File: src/rtl/rf_write_arbiter_pkg.sv
// Shared register-file constants and the round-robin pointer helper.
package rf_pkg;

  localparam int unsigned REG_ADDR_W = 5;
  localparam int unsigned REG_DATA_W = 32;
  localparam int unsigned NUM_REGS   = 32;
  localparam logic [REG_ADDR_W-1:0] ZERO_REG = 5'd0;

  // Index following ptr in a ring of n requesters.
  function automatic logic [2:0] rr_next(input logic [2:0] ptr, input int unsigned n);
    if (32'(ptr) + 32'd1 >= n) return 3'd0;
    else return ptr + 3'd1;
  endfunction

endpackage

File: src/rtl/rf_write_arbiter_rr_pick.sv
// Combinational round-robin picker: first valid request at or after ptr_i.
module rr_pick #(
  parameter int unsigned NREQ = 3
) (
  input  logic [NREQ-1:0] req_i,
  input  logic [2:0]      ptr_i,
  output logic [NREQ-1:0] gnt_o,
  output logic [2:0]      idx_o,
  output logic            any_o
);

  localparam int unsigned PW = (NREQ > 1) ? $clog2(NREQ) : 1;

  int unsigned     pos;
  logic [PW-1:0]   sel;

  // Scan ptr, ptr+1, ... modulo NREQ and keep the first hit.
  always_comb begin
    gnt_o = '0;
    idx_o = '0;
    any_o = 1'b0;
    pos   = 0;
    sel   = '0;
    for (int unsigned k = 0; k < NREQ; k++) begin
      pos = (32'(ptr_i) + k) % NREQ;
      sel = PW'(pos);
      if (!any_o && req_i[sel]) begin
        any_o      = 1'b1;
        gnt_o[sel] = 1'b1;
        idx_o      = 3'(pos);
      end
    end
  end

endmodule

File: src/rtl/rf_write_arbiter.sv
// Round-robin arbiter sharing the register-file write port among NREQ
// writeback requesters; drives registered write-port signals and counters.
module rf_write_arbiter
  import rf_pkg::*;
#(
  parameter int unsigned NREQ   = 3,
  parameter int unsigned ADDR_W = REG_ADDR_W,
  parameter int unsigned DATA_W = REG_DATA_W
) (
  input  logic                   clk,
  input  logic                   rst,
  input  logic                   stall,
  input  logic [NREQ-1:0]        req_valid,
  input  logic [NREQ*ADDR_W-1:0] req_addr,
  input  logic [NREQ*DATA_W-1:0] req_data,
  output logic [NREQ-1:0]        req_ready,
  output logic                   RFwenable,
  output logic [ADDR_W-1:0]      RFdestination_register,
  output logic [DATA_W-1:0]      RFwrite_data,
  output logic [2:0]             grant_id,
  output logic [31:0]            wr_count,
  output logic [7:0]             drop_count
);

  logic [2:0]        rr_ptr_q, rr_ptr_d;
  logic              wen_q, wen_d;
  logic [ADDR_W-1:0] dest_q, dest_d;
  logic [DATA_W-1:0] data_q, data_d;
  logic [2:0]        gid_q, gid_d;
  logic [31:0]       wr_q, wr_d;
  logic [7:0]        drop_q, drop_d;

  logic [NREQ-1:0]   pick_gnt;
  logic [2:0]        pick_idx;
  logic              pick_any;
  logic              grant;
  logic [ADDR_W-1:0] win_addr;
  logic [DATA_W-1:0] win_data;

  rr_pick #(.NREQ(NREQ)) u_pick (
    .req_i (req_valid),
    .ptr_i (rr_ptr_q),
    .gnt_o (pick_gnt),
    .idx_o (pick_idx),
    .any_o (pick_any)
  );

  assign grant     = pick_any && !stall && !rst;
  assign req_ready = grant ? pick_gnt : '0;

  // Select the winning requester's address and data from the packed buses.
  always_comb begin
    win_addr = '0;
    win_data = '0;
    for (int unsigned i = 0; i < NREQ; i++) begin
      if (pick_gnt[i]) begin
        win_addr = req_addr[i*ADDR_W +: ADDR_W];
        win_data = req_data[i*DATA_W +: DATA_W];
      end
    end
  end

  // Next state: latch the winner on a grant; register-0 writes are accepted
  // but never enabled, and only bump the saturating drop counter.
  always_comb begin
    rr_ptr_d = rr_ptr_q;
    wen_d    = 1'b0;
    dest_d   = dest_q;
    data_d   = data_q;
    gid_d    = gid_q;
    wr_d     = wr_q;
    drop_d   = drop_q;
    if (grant) begin
      dest_d   = win_addr;
      data_d   = win_data;
      gid_d    = pick_idx;
      rr_ptr_d = rr_next(pick_idx, NREQ);
      if (win_addr != '0) begin
        wen_d = 1'b1;
        wr_d  = wr_q + 32'd1;
      end else if (drop_q != 8'hFF) begin
        drop_d = drop_q + 8'd1;
      end
    end
  end

  // State registers with asynchronous clear.
  always_ff @(posedge clk or posedge rst) begin
    if (rst) begin
      rr_ptr_q <= '0;
      wen_q    <= 1'b0;
      dest_q   <= '0;
      data_q   <= '0;
      gid_q    <= '0;
      wr_q     <= '0;
      drop_q   <= '0;
    end else begin
      rr_ptr_q <= rr_ptr_d;
      wen_q    <= wen_d;
      dest_q   <= dest_d;
      data_q   <= data_d;
      gid_q    <= gid_d;
      wr_q     <= wr_d;
      drop_q   <= drop_d;
    end
  end

  assign RFwenable              = wen_q;
  assign RFdestination_register = dest_q;
  assign RFwrite_data           = data_q;
  assign grant_id               = gid_q;
  assign wr_count               = wr_q;
  assign drop_count             = drop_q;

endmodule
File: config.mk
export PLATFORM = sky130hd
export DESIGN_NAME = rf_write_arbiter
export DESIGN_NICKNAME = d
export VERILOG_FILES = /design/src/rtl/rf_write_arbiter_pkg.sv /design/src/rtl/rf_write_arbiter_rr_pick.sv /design/src/rtl/rf_write_arbiter.sv
export SDC_FILE = /design/constraint.sdc
export NUM_CORES = 1
export LEC_CHECK = 0
export BUFFER_PORTS_ARGS = -buffer_cell sky130_fd_sc_hd__buf_2
export CAP_MARGIN = 20
export CELL_PAD_IN_SITES_DETAIL_PLACEMENT = 0
export CELL_PAD_IN_SITES_GLOBAL_PLACEMENT = 2
export CORE_UTILIZATION = 28
export CTS_CLUSTER_DIAMETER = 60
export DETAILED_ROUTE_END_ITERATION = 8
export GPL_TIMING_DRIVEN = 0
export PLACE_DENSITY_LB_ADDON = 0.1
export SETUP_SLACK_MARGIN = 0.4
export SLEW_MARGIN = 30
export SYNTH_ARGS = -nofsm -noshare
export SYNTH_HDL_FRONTEND = slang
export SYNTH_SLANG_ARGS = --single-unit
export TNS_END_PERCENT = 100
File: constraint.sdc
create_clock -name clk -period 7.03 [get_ports clk]
set_input_delay 1.406 -clock clk [delete_from_list [all_inputs] [get_ports clk]]
set_output_delay 1.406 -clock clk [all_outputs]
set_load 0.01 [all_outputs]
# [Word level (Yosys, flattened, before mapping)]
# Cells that the tools add are included.
[op_classes] n_addsub=6 div_mod_pow=3 magnitude_cmp=7 n_eq_ne=1 n_mux=31 n_bitwise=3 n_reduce_logical=14
[ops] op="$mux 32" count=3
[ops] op="$mod 32x2->32 const B" count=2
[ops] op="$add 32x1->32 const B" count=1
[ops] op="$mod 3x2->32 const B" count=1
[ops] op="$mux 3" count=8
[ops] op="$mux 5" count=3
[ops] op="$mux 1" count=11
[ops] op="$lt 2x3->1 const B" count=3
[ops] op="$add 3x1->4 const B" count=2
[ops] op="$add 8x1->8 const B" count=1
[ops] op="$ne 8x8->1 const B" count=1
[ops] op="$logic_and 1x1->1" count=7
[ops] op="$bmux 1 s2" count=3
[ops] op="$demux 1 s2" count=3
[ops] op="$ge 2x1->1 const B" count=3
[ops] op="$or 3x3->3" count=2
[ops] op="$reduce_bool 5->1" count=1
[ops] op="$add 3x2->4 const B" count=1
[ops] op="$ge 4x2->1 const B" count=1
[ops] op="$logic_not 1->1" count=4
[ops] op="$add 3x1->3 const B" count=1
[ops] op="$reduce_and 3->1" count=1
[ops] op="$reduce_and 2->1" count=1
[ops] op="$not 1->1" count=1
[totals] register_bits=84 in_bits=117 output_inout_bits=84

# [Longest topological paths before layout]
[logic_depth] ltp_word=16 ltp_mapped=23 mapped_depth_nobuf=20

# [By module]
# A second synthesis with hierarchy kept.
[unflattened] hier_cells=599 hier_area_um2=5240.0
[modules_own_cells] module="rf_write_arbiter" instances=1 cells_per_inst=465 area_per_inst_um2=4262.8 seq_area_each_um2=2102.0
[modules_own_cells] module="rr_pick" instances=1 cells_per_inst=134 area_per_inst_um2=977.2 seq_area_each_um2=0.0

# [Worst setup path after synthesis]
# Ideal clock, no wire load.
[synth_path] path_type="flip-flop to output port" start="register rr_ptr_q[0]" end="output req_ready[0]" t_arrival_ns=4.548 t_required_ns=5.624 setup_slack_ns=1.076 stages_incl_launch_ff=21 path_buffers=5 path_cell_list="dfrtp_1 -> clkbuf_1 -> buf_1 -> inv_1 -> ha_1 -> ha_1 -> ha_1 -> a31oi_2 -> nand3b_1 -> nand2_1 -> inv_1 -> ha_1 -> nor3b_4 -> mux2i_1 -> o22a_2 -> nor2_1 -> a211o_1 -> clkbuf_1 -> buf_1 -> buf_1 -> nor2_1"
[synth_via] elab_chain_len=13
[synth_rtl] item="start: declaration" line="rf_write_arbiter.sv:25" rtl="logic [2:0] rr_ptr_q, rr_ptr_d;"
[synth_rtl] item="start signal: assignment" line="rf_write_arbiter.sv:98" rtl="rr_ptr_q <= rr_ptr_d;"
[synth_rtl] item="parallel branches: the longest is 12 deep, another holds $mod 32x2->32"
[synth_rtl] item="$mux 3 *" line="rf_write_arbiter.sv:49" rtl="assign req_ready = grant ? pick_gnt : '0;"
[synth_rtl] item="end: declaration" line="rf_write_arbiter.sv:16" rtl="output logic [NREQ-1:0] req_ready,"
# Mark *: on every way between the ends. The select of a mux whose other input is x is not followed.

# [Final worst setup path]
# Ends and elaborated chain as after synthesis.

==> impl.org <==
** Drt
- DRT Wirelength :: 17100 microns
- Ratio of routed vias to standard cells :: 5.06
- Detailed-routing iteration count for the pre-antenna-repair pass :: 6
- Number of DRC violations after detailed routing :: 0
- Number of DRC markers after the initial detailed-route iteration :: 386
- Detailed routing inserted a total of 4923 vias.
- Post-DR wirelength/cell :: 17.6 microns
- The detail route stage leaves a number of antenna-violating nets equal to 0.

** Floorplan
- The die covers 0.0185 sq mm.
- During I/O placement, the number of pins put on the boundary was 201.
- Measured along the y axis, the die boundary spans 136 microns.
- The total area inside the core boundary comes to 0.0174 sq mm.
- For this configuration, the core starts out at a cell density of 28.9%.
- The die is 136 microns wide.
- Total number of placement rows :: 48

** Pwr
- Switching power :: 1.49 mW
- Clock network fraction of total power :: 15.7%
- Power share of the sequential group :: 22.5%
- Net switching share of the total power :: 46.8%
- Cell-internal power :: 1.69 mW
- Static leakage :: 3.41 nW
- Dividing total power by cell area gives a power density of 471 mW/mm^2.
- In this run, the combinational gates consume 61.8% of the power.
- Worst voltage drop across the vdd grid :: 0.000222 V

** Setup path
- R2R setup slack :: 1.62 ns
- In this run the critical register-to-register path is launched from rr_ptr_q[0].
- WS Path Type :: register to output port
- CP Launch Point :: rr_ptr_q[0]
- The worst setup path is captured at an output port.
- The worst setup path is launched from a register.
- Biggest fanout along the worst timing path :: 10
- Data required time of the worst path :: 5.62 ns
- At the worst endpoint, the arrival time is 4.89 ns.

** Placement
- Summed over all nets, the half-perimeter wirelength after detailed placement is 13300 microns.
- Buffers placed on the I/O ports in this run total 200.
- Routability-driven placement congestion ratio :: 0.788
- Post-placement worst setup slack :: -0.705 ns
- After detailed placement, the design holds a cell count of 951.

** STA
- Min Clock Period, post-route :: 6.30 ns
- Tightest Pin Transition :: 0.562 ns
- Worst setup slack after layout :: 0.732 ns
- Setup repair after global routing left no endpoint under its margin.
- On the final layout, the worst clock skew is 0.00941 ns.
- For this run, the top clock speed supported by timing is 0.159 GHz.
- Measured against its own limit, the worst slew margin works out to 62.4%.
- Number of max-slew violations in the final report :: 0
- The final critical path takes up 89.6% of the cycle.
- Hold Slack :: 0.476 ns
- Setup violations remaining at the end of the flow were counted as 0.
- The number of hold violations in the final report is 0.

** Synthesis
- Portion of the post-synthesis area used by sequential elements :: 41.7%
- Total number of yosys warnings :: 0
- Synthesis handed over a netlist of 525 instances.
- Net count of the mapped netlist :: 664
- #FFs+latches synth :: 84
- After synthesis, the netlist uses 59 different library cells.
- In the synthesized netlist the dominant register cell turns out to be dfrtp_1.
- Averaged over all synthesized cells, the footprint is 9.59 sq um.
- The synthesized design contains 0 enable-type register cells.
- After synthesis the cells add up to 0.00504 sq mm.
- Fraction of registers with async set/reset :: 100%

** Global route
- For this run, the total global-route usage over all layers was measured as 18.5%.
- The via count of the first global-routing pass was 4841.
- Maximum number of pins on one net before global-route repair :: 57
- Antenna violations before repair :: 2
- The total overflow left after global routing is 0.
- First-pass GRT wire length :: 26000 microns

** Clock tree
- No sink is reached through more buffers than the 2 on the longest clock path.
- Clock-pin slew on the worst setup and hold paths :: 0.07 ns
- In this run the number of H-tree levels came out at 3.
- CTS root buf :: clkbuf_16
- Clock tree from TritonCTS :: done
- Latest clock arrival within the worst-skew pair :: 0.34 ns
- CTS saw 84 sinks.
- CTS Buf Count :: 9

** Worst hold path
- Classification of the worst-slack hold path :: register to register
- The startpoint identified for the worst hold timing path is RFwrite_data[18].

** Run
- The tool flagged a number of max-cap violations equal to 0.

** Layout
- Area growth from synthesis to layout :: 34.1%
- Proportion of layout cells with a drive suffix above 1 :: 35.1%
- Filler-free cell count of the finished design :: 973
- Number of nets in the finished design :: 880
- Core Util, Final :: 38.8%

** Status
- Outcome :: finished clean
==> worst paths after layout <==
| kind | end | cells past startpoint |
|---|---|---|
| min in group asynchronous | grant_id[2] | 2 |
| worst min-delay path | RFwrite_data[18] | 2 |
| worst min register to register | RFwrite_data[18] | 2 |
| worst max register to register | drop_count[1] | 23 |
| worst max-delay path | req_ready[0] | 21 |
| max in group asynchronous | rr_ptr_q[0] | 3 |
==> what timing repair did <==
item,4_1_cts,5_1_grt
pin swaps,2,0
setup buffers,3,1
hold buffers,0,0
resized for setup,14,8
endpoints found under the setup margin,3,2
==> cell usage in the layout (no fill, tap or decap), types with 12 or more instances in the layout <==
cell type and n:
a222oi_1 32, buf_2 208, clkbuf_1 14, dfrtp_1 82
ha_1 22, inv_1 21, nand2_1 59, nand3_1 18
nor2_1 15, nor3_1 16, o21ai_0 48, xnor2_1 12
xor2_1 31
==> synthesized netlist by cell type (3+ instances only) <==
| cell | count | area (sq um) |
|---|---|---|
| clkbuf_1 | 17 | 63.8 |
| o21ai_0 | 49 | 245 |
| nand2b_1 | 8 | 50.1 |
| o221a_2 | 3 | 33.8 |
| nor4b_1 | 7 | 61.3 |
| a222oi_1 | 32 | 320 |
| and3_1 | 6 | 37.5 |
| inv_1 | 22 | 82.6 |
| and2_1 | 9 | 56.3 |
| xnor2_1 | 12 | 105 |
| mux2_1 | 3 | 33.8 |
| nor4_1 | 11 | 68.8 |
| nor2_1 | 15 | 56.3 |
| buf_2 | 5 | 25.0 |
| nand4_1 | 11 | 68.8 |
| mux2i_1 | 6 | 60.1 |
| nor3_1 | 16 | 80.1 |
| nor3b_1 | 7 | 52.6 |
| dfrtp_1 | 84 | 2100 |
| nor2b_1 | 3 | 18.8 |
| nand3_1 | 18 | 90.1 |
| mux2_2 | 5 | 56.3 |
| xor2_1 | 31 | 272 |
| buf_1 | 9 | 33.8 |
| a21oi_1 | 8 | 40.0 |
| nand2_1 | 59 | 221 |
| a21o_1 | 5 | 37.5 |
| ha_1 | 22 | 275 |
==> critical path, cell delays in order, from the launching register on <==
cell and delay (ns):
dfrtp_2 0.43, buf_4 0.21, buf_6 0.17, inv_1 0.08, ha_1 0.36, ha_1 0.26, ha_1 0.25, a31oi_4 0.21
nand3b_1 0.13, nand2_1 0.09, inv_1 0.05, ha_1 0.21, nor3b_4 0.22, mux2i_1 0.28, o22a_2 0.21, nor2_1 0.05
a211o_4 0.41, buf_2 0.21, clkbuf_4 0.23, buf_2 0.21, nor2_1 0.11, buf_2 0.14
==> kinds of logic after synthesis <==
kind of cell	count (synthesis)	synth area share (%)
AOI/OAI and AO/OA	124	18.2
xor gates and xnor gates	44	7.80
adders and majority gates	22	5.47
buffers and inverters	57	4.67
DFF	84	41.7
muxes	15	3.25
and+or+nand+nor	179	18.9
==> area by class of cell <==
type | instances | area (sq um)
plain buffers | 34 | 169
fillers | 1841 | 10700
clock buffers | 11 | 253
multi-input cells | 384 | 2730
well taps | 225 | 282
clock inverters | 5 | 58.8
repair buffers | 205 | 1060
flip-flops and latches | 84 | 2100
inverters | 23 | 91.3
diodes | 2 | 5.00
==> per-stage QoR <==
| stage | cell area [sq um] | total power, mW | TNS (ns) |
|---|---|---|---|
| 2_1_floorplan | 5040 | 1.99 | 0 |
| 3_3_place_gp | 6320 | 2.61 | -0.926 |
| 3_5_place_dp | 6350 | 2.64 | -0.959 |
| 4_1_cts | 6710 | 3.20 | 0 |
| 5_1_grt | 6750 | 3.45 | 0 |
| 6_report | 6750 | 3.18 | 0 |
==> flip-flops by register name (all words and copies together), names as in the netlist <==
name	cells
RFdestination_register	5
RFwenable	1
RFwrite_data	32
drop_count	8
grant_id	3
rr_ptr_q	3
wr_count	32
==> metal layers <==
layer / track usage (%) / up-vias / wire (microns)
li1: - / 2380 / -
met3: 4.74 / 14 / 1020
met5: 0 / - / 0
met4: 5.99 / 0 / 245
met2: 32.2 / 126 / 8570
met1: 22.1 / 2403 / 7290
==> power groups by stage <==
stage / logic [mW] / registers [mW] / clock network [mW]
5_1_grt: 2.17 / 0.737 / 0.540
2_1_floorplan: 1.22 / 0.772 / 0
4_1_cts: 1.96 / 0.718 / 0.517
3_5_place_dp: 1.91 / 0.724 / 0
3_3_place_gp: 1.89 / 0.719 / 0
6_report: 1.97 / 0.716 / 0.499
(Power assumes the default switching activity.)
